`src/rtl/tcdm_prio_scheduler_if.sv`:
```
// Memory-side view of the TCDM core and HWPE branch handshakes watched by the priority scheduler.
interface tcdm_prio_scheduler_if #(
  parameter int NB_CORES = 8
) ();
  logic [NB_CORES-1:0] core_req;
  logic [NB_CORES-1:0] core_gnt;
  logic                hwpe_req;
  logic                hwpe_gnt;

  modport master (
    output core_req,
    output core_gnt,
    output hwpe_req,
    output hwpe_gnt
  );

  modport slave (
    input core_req,
    input core_gnt,
    input hwpe_req,
    input hwpe_gnt
  );
endinterface

```
`src/rtl/tcdm_prio_scheduler.sv`:
```
// TCDM branch priority scheduler: fixed, starvation-toggle and time-slice policies.
// Optional stall statistics counters are built only when TCDM_SCHED_STATS_EN is defined.
module tcdm_prio_scheduler #(
  parameter int NB_CORES    = 8,
  parameter int CNT_WIDTH   = 8,
  parameter int SLICE_WIDTH = 8
) (
  input  logic                   clk_i,
  input  logic                   rst_i,
  input  logic                   enable_i,
  input  logic [1:0]             mode_i,
  input  logic [CNT_WIDTH-1:0]   max_stall_i,
  input  logic [SLICE_WIDTH-1:0] slice_len_i,
  tcdm_prio_scheduler_if.slave   tcdm,
  output logic                   hwpe_prio_o,
  output logic                   starve_event_o,
  output logic [CNT_WIDTH-1:0]   stall_cnt_o,
  input  logic                   clear_stats_i,
  output logic [31:0]            core_stall_cycles_o,
  output logic [31:0]            hwpe_stall_cycles_o
);

  typedef enum logic {
    CORE_HI = 1'b0,
    HWPE_HI = 1'b1
  } prio_e;

  localparam logic [1:0] MODE_CORE  = 2'd0;
  localparam logic [1:0] MODE_HWPE  = 2'd1;
  localparam logic [1:0] MODE_STARV = 2'd2;
  localparam logic [1:0] MODE_SLICE = 2'd3;

  prio_e                  r_prio;
  prio_e                  w_prio_next;
  prio_e                  w_prio_flip;
  logic [CNT_WIDTH-1:0]   r_stall_cnt;
  logic [CNT_WIDTH-1:0]   w_stall_next;
  logic [SLICE_WIDTH-1:0] r_slice_cnt;
  logic [SLICE_WIDTH-1:0] w_slice_next;
  logic [1:0]             r_mode;
  logic                   r_starve;
  logic                   w_starve_next;

  logic [NB_CORES-1:0]    w_core_pend;
  logic                   w_core_stalled;
  logic                   w_hwpe_stalled;
  logic                   w_low_stalled;
  logic                   w_mode_chg;
  logic [CNT_WIDTH-1:0]   w_stall_thr;
  logic [SLICE_WIDTH-1:0] w_slice_thr;

  assign w_core_pend    = tcdm.core_req & ~tcdm.core_gnt;
  assign w_core_stalled = |w_core_pend;
  assign w_hwpe_stalled = tcdm.hwpe_req & ~tcdm.hwpe_gnt;
  // Only the side currently losing conflicts can starve.
  assign w_low_stalled  = (r_prio == HWPE_HI) ? w_core_stalled : w_hwpe_stalled;
  assign w_mode_chg     = (mode_i != r_mode);
  assign w_prio_flip    = (r_prio == CORE_HI) ? HWPE_HI : CORE_HI;

  // Thresholds compared with >= so a shrunk limit fires on the next compare.
  assign w_stall_thr = max_stall_i - CNT_WIDTH'(1);
  assign w_slice_thr = (slice_len_i == '0) ? '0 : (slice_len_i - SLICE_WIDTH'(1));

  always_comb begin
    w_prio_next   = r_prio;
    w_stall_next  = '0;
    w_slice_next  = '0;
    w_starve_next = 1'b0;
    if (!enable_i) begin
      w_prio_next = CORE_HI;
    end else if (w_mode_chg) begin
      w_prio_next = (mode_i == MODE_HWPE) ? HWPE_HI : CORE_HI;
    end else begin
      case (mode_i)
        MODE_CORE: w_prio_next = CORE_HI;
        MODE_HWPE: w_prio_next = HWPE_HI;
        MODE_STARV: begin
          if ((max_stall_i != '0) && w_low_stalled) begin
            if (r_stall_cnt >= w_stall_thr) begin
              w_prio_next   = w_prio_flip;
              w_starve_next = 1'b1;
            end else begin
              w_stall_next = r_stall_cnt + CNT_WIDTH'(1);
            end
          end
        end
        MODE_SLICE: begin
          if (r_slice_cnt >= w_slice_thr) begin
            w_prio_next = w_prio_flip;
          end else begin
            w_slice_next = r_slice_cnt + SLICE_WIDTH'(1);
          end
        end
        default: w_prio_next = CORE_HI;
      endcase
    end
  end

  always_ff @(posedge clk_i) begin
    if (rst_i) begin
      r_prio      <= CORE_HI;
      r_stall_cnt <= '0;
      r_slice_cnt <= '0;
      r_mode      <= MODE_CORE;
      r_starve    <= 1'b0;
    end else begin
      r_prio      <= w_prio_next;
      r_stall_cnt <= w_stall_next;
      r_slice_cnt <= w_slice_next;
      r_mode      <= mode_i;
      r_starve    <= w_starve_next;
    end
  end

  assign hwpe_prio_o    = (r_prio == HWPE_HI);
  assign starve_event_o = r_starve;
  assign stall_cnt_o    = r_stall_cnt;

`ifdef TCDM_SCHED_STATS_EN
  logic [31:0] r_core_stall_cycles;
  logic [31:0] r_hwpe_stall_cycles;

  // Saturating counters; clear beats a same-cycle increment.
  always_ff @(posedge clk_i) begin
    if (rst_i || clear_stats_i) begin
      r_core_stall_cycles <= '0;
      r_hwpe_stall_cycles <= '0;
    end else begin
      if (w_core_stalled && (r_core_stall_cycles != 32'hFFFF_FFFF)) begin
        r_core_stall_cycles <= r_core_stall_cycles + 32'd1;
      end
      if (w_hwpe_stalled && (r_hwpe_stall_cycles != 32'hFFFF_FFFF)) begin
        r_hwpe_stall_cycles <= r_hwpe_stall_cycles + 32'd1;
      end
    end
  end

  assign core_stall_cycles_o = r_core_stall_cycles;
  assign hwpe_stall_cycles_o = r_hwpe_stall_cycles;
`else
  logic w_unused_clear_stats;
  assign w_unused_clear_stats = clear_stats_i;
  assign core_stall_cycles_o  = '0;
  assign hwpe_stall_cycles_o  = '0;
`endif

endmodule
```
`src/flat_wrapper.sv`:
```
// flat-port wrapper written by rule: the top's interface ports become plain ports
module tcdm_prio_scheduler_flat 
#(
  parameter int NB_CORES    = 8,
  parameter int CNT_WIDTH   = 8,
  parameter int SLICE_WIDTH = 8
)
  (clk_i, rst_i, enable_i, mode_i, max_stall_i, slice_len_i, hwpe_prio_o, starve_event_o, stall_cnt_o, clear_stats_i, core_stall_cycles_o, hwpe_stall_cycles_o, tcdm_core_req, tcdm_core_gnt, tcdm_hwpe_req, tcdm_hwpe_gnt);
  tcdm_prio_scheduler_if #(.NB_CORES(NB_CORES)) tcdm_i ();
  input  logic clk_i;
  input  logic rst_i;
  input  logic enable_i;
  input  logic [1:0] mode_i;
  input  logic [CNT_WIDTH-1:0] max_stall_i;
  input  logic [SLICE_WIDTH-1:0] slice_len_i;
  output logic hwpe_prio_o;
  output logic starve_event_o;
  output logic [CNT_WIDTH-1:0] stall_cnt_o;
  input  logic clear_stats_i;
  output logic [31:0] core_stall_cycles_o;
  output logic [31:0] hwpe_stall_cycles_o;
  input wire logic [$bits(tcdm_i.core_req)-1:0] tcdm_core_req;
  input wire logic [$bits(tcdm_i.core_gnt)-1:0] tcdm_core_gnt;
  input wire logic [$bits(tcdm_i.hwpe_req)-1:0] tcdm_hwpe_req;
  input wire logic [$bits(tcdm_i.hwpe_gnt)-1:0] tcdm_hwpe_gnt;
  assign tcdm_i.core_req = tcdm_core_req;
  assign tcdm_i.core_gnt = tcdm_core_gnt;
  assign tcdm_i.hwpe_req = tcdm_hwpe_req;
  assign tcdm_i.hwpe_gnt = tcdm_hwpe_gnt;
  tcdm_prio_scheduler #(.NB_CORES(NB_CORES), .CNT_WIDTH(CNT_WIDTH), .SLICE_WIDTH(SLICE_WIDTH)) u_core (.clk_i(clk_i), .rst_i(rst_i), .enable_i(enable_i), .mode_i(mode_i), .max_stall_i(max_stall_i), .slice_len_i(slice_len_i), .tcdm(tcdm_i), .hwpe_prio_o(hwpe_prio_o), .starve_event_o(starve_event_o), .stall_cnt_o(stall_cnt_o), .clear_stats_i(clear_stats_i), .core_stall_cycles_o(core_stall_cycles_o), .hwpe_stall_cycles_o(hwpe_stall_cycles_o));
endmodule
```
`config.mk`:
```
export PLATFORM = sky130hd
export DESIGN_NAME = tcdm_prio_scheduler_flat
export DESIGN_NICKNAME = d
export VERILOG_FILES = /design/src/rtl/tcdm_prio_scheduler_if.sv /design/src/rtl/tcdm_prio_scheduler.sv /design/src/flat_wrapper.sv
export SDC_FILE = /design/constraint.sdc
export NUM_CORES = 1
export LEC_CHECK = 0
export BUFFER_PORTS_ARGS = -buffer_cell sky130_fd_sc_hd__buf_2
export CAP_MARGIN = 25
export CORE_MARGIN = 2
export CORE_UTILIZATION = 25
export CTS_BUF_LIST = sky130_fd_sc_hd__clkbuf_2
export CTS_CLUSTER_DIAMETER = 120
export DETAILED_ROUTE_END_ITERATION = 10
export SLEW_MARGIN = 15
export SYNTH_ARGS = -nofsm -noshare
export SYNTH_HDL_FRONTEND = slang
export SYNTH_SLANG_ARGS = --single-unit
```
`constraint.sdc`:
```
create_clock -name clk_i -period 2.8 [get_ports clk_i]
set_input_delay 0.56 -clock clk_i [delete_from_list [all_inputs] [get_ports clk_i]]
set_output_delay 0.56 -clock clk_i [all_outputs]
set_load 0.05 [all_outputs]
```
==> results of run 1 <==
what timing repair did:
item / CTS / global route
gates resized for setup: 1 / 2
pin swaps: 0 / 4
setup buffers: 0 / 1
endpoints found under the setup margin: 1 / 9
endpoints found under the hold margin: 0 / 0
logic make-up (layout without fill, tap and decap cells):
group	count (synthesis)	count (layout)	share of synthesized area, %
compound gates	21	21	7.88
xor+xnor	23	23	9.99
fa+ha+maj	21	21	13.0
buf+inv	79	87	26.6
flops	20	20	19.9
mux	1	1	0.497
other cells	1	64	0.186
simple gates	81	81	21.9
path summary, 6_finish.rpt:
path                               from               endpoint  slack, ns  depth (start not counted)
setup / recovery         slice_len_i[2]     u_core.hwpe_prio_o       0.08                         13
hold / removal                    rst_i       u_core.r_mode[0]       0.40                          2
setup reg to reg  u_core.r_slice_cnt[0]     u_core.hwpe_prio_o       0.76                          9
hold reg to reg   u_core.stall_cnt_o[0]  u_core.stall_cnt_o[0]       0.50                          1
Yosys cell counts (3+ instances only):
library cell,instances
nor3b_1,4
dfxtp_1,20
buf_4,64
a21oi_1,6
nor2_1,20
nor3_1,5
xnor2_1,10
a2111oi_0,3
xor2_1,13
ha_1,21
and3_1,5
nand2_1,12
and2b_2,4
inv_1,15
nand3_1,10
nor2b_1,4
nand2b_1,3
o21ai_0,5
power breakdown:
group | internal, uW | switching, uW
Combinational | 73.1 | 246
Sequential | 287 | 2.60
Clock | 123 | 92.7
Total | 484 | 342
area by class of cell:
cell class                      count  share of cell area [%]
Multi-Input combinational cell    211                    57.7
Inverter                           15                    2.34
Timing Repair Buffer               68                    16.2
Clock inverter                      1                    1.25
Tap cell                          102                    5.30
Sequential cell                    20                    16.6
Clock buffer                        3                   0.623
flip-flops by register name, summed over array words and instances (netlist names):
signal / cells
u_core.stall_cnt_o: 8
u_core.hwpe_prio_o: 1
u_core.r_mode: 2
u_core.starve_event_o: 1
u_core.r_slice_cnt: 8
stage by stage:
step           instance area [um^2]  std cells   TNS (ns)
6_report                       2410        420          0
5_1_grt                        2410        420  -0.000961
4_1_cts                        2390        419          0
3_5_place_dp                   2340        415      -2.65
3_3_place_gp                   2340        415      -2.43
2_1_floorplan                  2310        310     -0.236
worst max-delay path, stage by stage:
cell,delay (ns)
buf_2,0.12
nor4_4,0.29
nand2_1,0.11
or3_4,0.37
and2_4,0.15
ha_4,0.25
nand2b_4,0.11
a2111oi_4,0.06
a2111oi_2,0.35
nor3_1,0.10
buf_4,0.16
a22oi_2,0.16
mux2i_1,0.19
placed cells by master, fill, tap and decap left out, types with 2 or more instances in the layout:
master	netlist	layout
nand2b_1	3	2
inv_1	15	15
a21oi_1	6	6
nand2_1	12	12
o21ai_0	5	5
nor2b_1	4	4
and3_1	5	5
nand4_1	2	2
nand3_1	10	10
nor3_1	5	5
buf_2	0	48
nor2_1	20	20
buf_4	64	20
xor2_1	13	13
clkbuf_2	0	3
nor3b_1	4	4
ha_1	21	20
and2b_2	4	4
conb_1	1	64
dfxtp_1	20	20
xnor2_1	10	10
routing by layer:
layer  track usage, %  part of all wire, %  vias to the layer above
li1                 -                    -                      840
met1             11.6                   45                      730
met2             14.2                   47                       64
met3             1.93                  6.9                        5
met4             1.81                 0.77                        0
met5                0                    0                        -
==> results.ini, run 1 <==
[run_status]
status=complete, no violations

[timing]
finalSetupViolations=0
slew_headroom_pct=63.0
max_freq_ghz=0.368
fin_crit_sh_pct=97.0
worstMarginPinSlew_ns=0.541
holdWs_ns=0.397
skew_ns=0.0193
finalMaxSlewViolations=0
setup_ws_ns=0.0831
min_period_ns=2.72
hold_viol_final=0

[cells_and_area]
drive_gt1_share_pct=28.6
final_nets=380
finalCoreUtilization_pct=31.0
seq_area_um2=400
fill_cells=867
syn_to_final_growth_pct=19.6
multiInputGateArea_um2=1390
n_antenna_cell=0

[route]
drc=0
wl_per_cell_um=8.95
drtIter0Drc=55
drt_first_pass_iters=4
vias_per_cell=3.90
ant_nets=0
num_vias=1639
wirelength_mm=3.76

[global_route]
grt_pass1_wl_mm=6.30
track_usage_pct=8.67
antenna_found_initial=0
gr-total-overflow=0
grt_pass1_vias=1439
grt_max_degree=13

[critical_path]
worstPathMaxFanout=2
start_kind=input pin
worstSetupPathType=in2reg
endpoint_kind=flip-flop
cp.required_ns=3.07
worstPathArrival_ns=2.98

[logic_synthesis]
synth.largest_area_cell=buf_4
yosys-top-cells-area=buf_4 24%, dfxtp_1 20%, ha_1 13%
postSynthAreaPerCell_um2=8.16
ys_async_sr_fraction_pct=0
synth_cell_types=38
synth_edf_count=0
synth_ff_type=dfxtp_1
synthCells=247
synth_seq_area_share_pct=19.9
ys_ff_latch=20
syn_area_um2=2020
yosys.area.top_type_share_pct=23.8
yosysWarnings=0

[floorplanning]
fp-row-count=32
io_pins=114
start_util_pct=26.0
die_w_um=93.8
core_area_um2=7770
die_y_um=93.8
dieArea_um2=8800

[clock_network]
clock_latency_ns=0.33
path_clk_slew_ns=0.18
numCtsBuffers=3
cts_tree=done
ctsLongestPathBuffers=2
cts_hold_buffers=0
h-tree-depth=1
cts_sinks=20
cts_root_buffer=clkbuf_2

[placed_design]
place_congestion=0.744
dp.final_hpwl_mm=3.34
portBuffers=48
dp_worst_setup_slack_ns=-0.371

[worst_hold_path]
hold_class=in2reg

[power]
p_leak_uw=0.00118
powerDensity_nw_per_um2=342
ir_worst_vdd_mv=0.183
p_total_uw=825

[job]
maxCapViolCount=0

No activity file was read; power rests on OpenSTA's default activity.
==> run 2: changes to the inputs <==
--- a/config.mk
+++ b/config.mk
@@ -8,7 +8,7 @@
 export BUFFER_PORTS_ARGS = -buffer_cell sky130_fd_sc_hd__buf_2
 export CAP_MARGIN = 25
 export CORE_MARGIN = 2
-export CORE_UTILIZATION = 25
+export CORE_UTILIZATION = 28
 export CTS_BUF_LIST = sky130_fd_sc_hd__clkbuf_2
 export CTS_CLUSTER_DIAMETER = 120
 export DETAILED_ROUTE_END_ITERATION = 10
==> run 2 against run 1 <==
- worst setup slack better by 0.11 ns
- critical path depth stayed put
- combinational power about the same
- register-to-register slack gained 0.10 ns
- routed wire length decreased by 1.9%
- first-iteration DRC count down 47%
- clock skew decreased by 0.010 ns
- flip-flop and latch count stayed put
- largest cell class unchanged
- highest routed layer is now met3
==> results.ini, run 2 (same netlist as run 1, synthesis figures left out) <==
[floorplanning]
die_w_um=88.8  ; was 93.8 um
io_pins=114  ; unchanged
dieArea_um2=7890  ; was 8800 um^2
start_util_pct=29.3  ; was 26.0%
fp-row-count=30  ; was 32
die_y_um=88.8  ; was 93.8 um
core_area_um2=6870  ; was 7770 um^2

[run_status]
status=complete, no violations  ; unchanged

[global_route]
grt_pass1_vias=1383  ; was 1,439
track_usage_pct=8.93  ; was 8.67%
grt_max_degree=13  ; unchanged
grt_pass1_wl_mm=5.70  ; was 6.30 mm
gr-total-overflow=0  ; unchanged
antenna_found_initial=0  ; unchanged

[route]
wirelength_mm=3.69  ; was 3.76 mm
vias_per_cell=3.89  ; was 3.90
drc=0  ; unchanged
wl_per_cell_um=8.93  ; was 8.95 um
drtIter0Drc=29  ; was 55
num_vias=1605  ; was 1,639
drt_first_pass_iters=4  ; unchanged
ant_nets=0  ; unchanged

[cells_and_area]
seq_area_um2=400  ; unchanged
layout_commonest_cell=conb_1  ; unchanged
drive_gt1_share_pct=28.5  ; was 28.6%
fill_cells=722  ; was 867
syn_to_final_growth_pct=18.7  ; was 19.6%
final_cell_mix=64 x conb_1, 48 x buf_2, 20 x ha_1, 20 x dfxtp_1, 19 x nor2_1  ; was 64 x conb_1, 48 x buf_2
finalCoreUtilization_pct=34.8  ; was 31.0%
multiInputGateArea_um2=1390  ; about the same
instances_no_fill=413  ; was 420
final_nets=378  ; was 380

[job]
maxCapViolCount=0  ; unchanged

[power]
swShare_pct=41.3  ; was 41.4%
power_frac_seq_pct=35.2  ; was 35.1%
ir_worst_vdd_mv=0.157  ; was 0.183 mV
pwr-share-clk_pct=26.0  ; was 26.2%
combPwrFrac_pct=38.8  ; was 38.7%
p_int_uw=484  ; about the same
powerDensity_nw_per_um2=344  ; was 342 nW/um^2
p_leak_uw=0.00117  ; was 0.00118 uW
power_switching_uw=340  ; was 342 uW

[clock_network]
cts_tree=done  ; unchanged
clock_latency_ns=0.31  ; was 0.33 ns
numCtsBuffers=3  ; unchanged
ctsLongestPathBuffers=2  ; unchanged
cts_hold_buffers=0  ; unchanged
cts_root_buffer=clkbuf_2  ; unchanged
path_clk_slew_ns=0.19  ; was 0.18 ns
cts_sinks=20  ; unchanged
h-tree-depth=1  ; unchanged

[timing]
hold_viol_final=0  ; unchanged
finalMaxSlewViolations=0  ; unchanged
fin_crit_sh_pct=93.2  ; was 97.0%
min_period_ns=2.61  ; was 2.72 ns
max_freq_ghz=0.383  ; was 0.368 GHz
rsz0062_at_grt=false
worstMarginPinSlew_ns=0.583  ; was 0.541 ns
slew_headroom_pct=60.1  ; was 63.0%
finalSetupViolations=0  ; unchanged
skew_ns=0.00904  ; was 0.0193 ns
holdWs_ns=0.405  ; was 0.397 ns

[critical_path]
worstSetupPathType=in2reg  ; unchanged
start_kind=input pin  ; unchanged
worstPathArrival_ns=2.87  ; was 2.98 ns
cp.required_ns=3.06  ; was 3.07 ns
endpoint_kind=flip-flop  ; unchanged
worstPathMaxFanout=8  ; was 2

[worst_hold_path]
hold_class=in2reg  ; unchanged

[placed_design]
portBuffers=48  ; unchanged
dp.final_hpwl_mm=3.26  ; was 3.34 mm
place_congestion=0.838  ; was 0.744
place_inst=408  ; was 415

## run 2: per-stage QoR
step | setup slack [ns] | cell area [um^2] | setup TNS, ns | total power [uW]
finish | 0.191 | 2390 | 0 | 824
global route | 0.00269 | 2390 | 0 | 868
CTS | 0.00195 | 2370 | 0 | 831
detailed placement | -0.380 | 2330 | -2.73 | 612
global placement | -0.378 | 2330 | -2.56 | 610
floorplan | -0.0428 | 2310 | -0.236 | 619
## run 2: what timing repair did
| item | 4_1_cts | 5_1_grt |
|---|---|---|
| setup endpoints to repair | 1 | 9 |
| buffers inserted | 0 | 0 |
| pin swaps | 0 | 3 |
| resized for setup | 1 | 3 |
| cloned | 0 | 0 |
## run 2: critical path, cell delays in order
cell	delay [ns]
buf_2	0.12
nor4_4	0.27
nand2_1	0.10
or3_4	0.40
and2_4	0.16
ha_4	0.20
nand2b_4	0.14
a2111oi_4	0.30
a2111oi_2	0.06
nor3_1	0.18
buf_4	0.16
nand3_4	0.11
nor2_1	0.12
## run 2: routing by layer
layer	wire, um	vias up	track usage, %
met2	1670	68	15.1
met5	0	-	0
li1	-	838	-
met4	0	0	1.24
met3	304	0	2.61
met1	1710	699	11.5
## run 2: worst paths after layout
check / cells past startpoint / start / endpoint / slack, ns
worst min register to register: 1 / u_core.stall_cnt_o[0] / u_core.stall_cnt_o[0] / 0.50
worst max register to register: 9 / u_core.r_slice_cnt[0] / u_core.r_slice_cnt[1] / 0.86
worst max-delay path: 13 / slice_len_i[2] / u_core.r_slice_cnt[1] / 0.19
worst min-delay path: 2 / rst_i / u_core.r_mode[0] / 0.41
## run 2: area by class of cell
class                   instances  share of cell area (%)
clock buffers                   3                   0.628
inverters                      15                    2.35
repair buffers                 66                    15.7
multi-input cells             211                    58.2
well taps                      96                    5.02
diodes                          1                   0.105
flip-flops and latches         20                    16.7
clock inverters                 1                    1.26
## run 2: power by group through the flow
stage	registers, uW	logic (uW)	clock network [uW]
finish	290	319	215
global route	291	345	232
CTS	290	317	223
detailed placement	296	316	0
global placement	296	314	0
floorplan	297	322	0
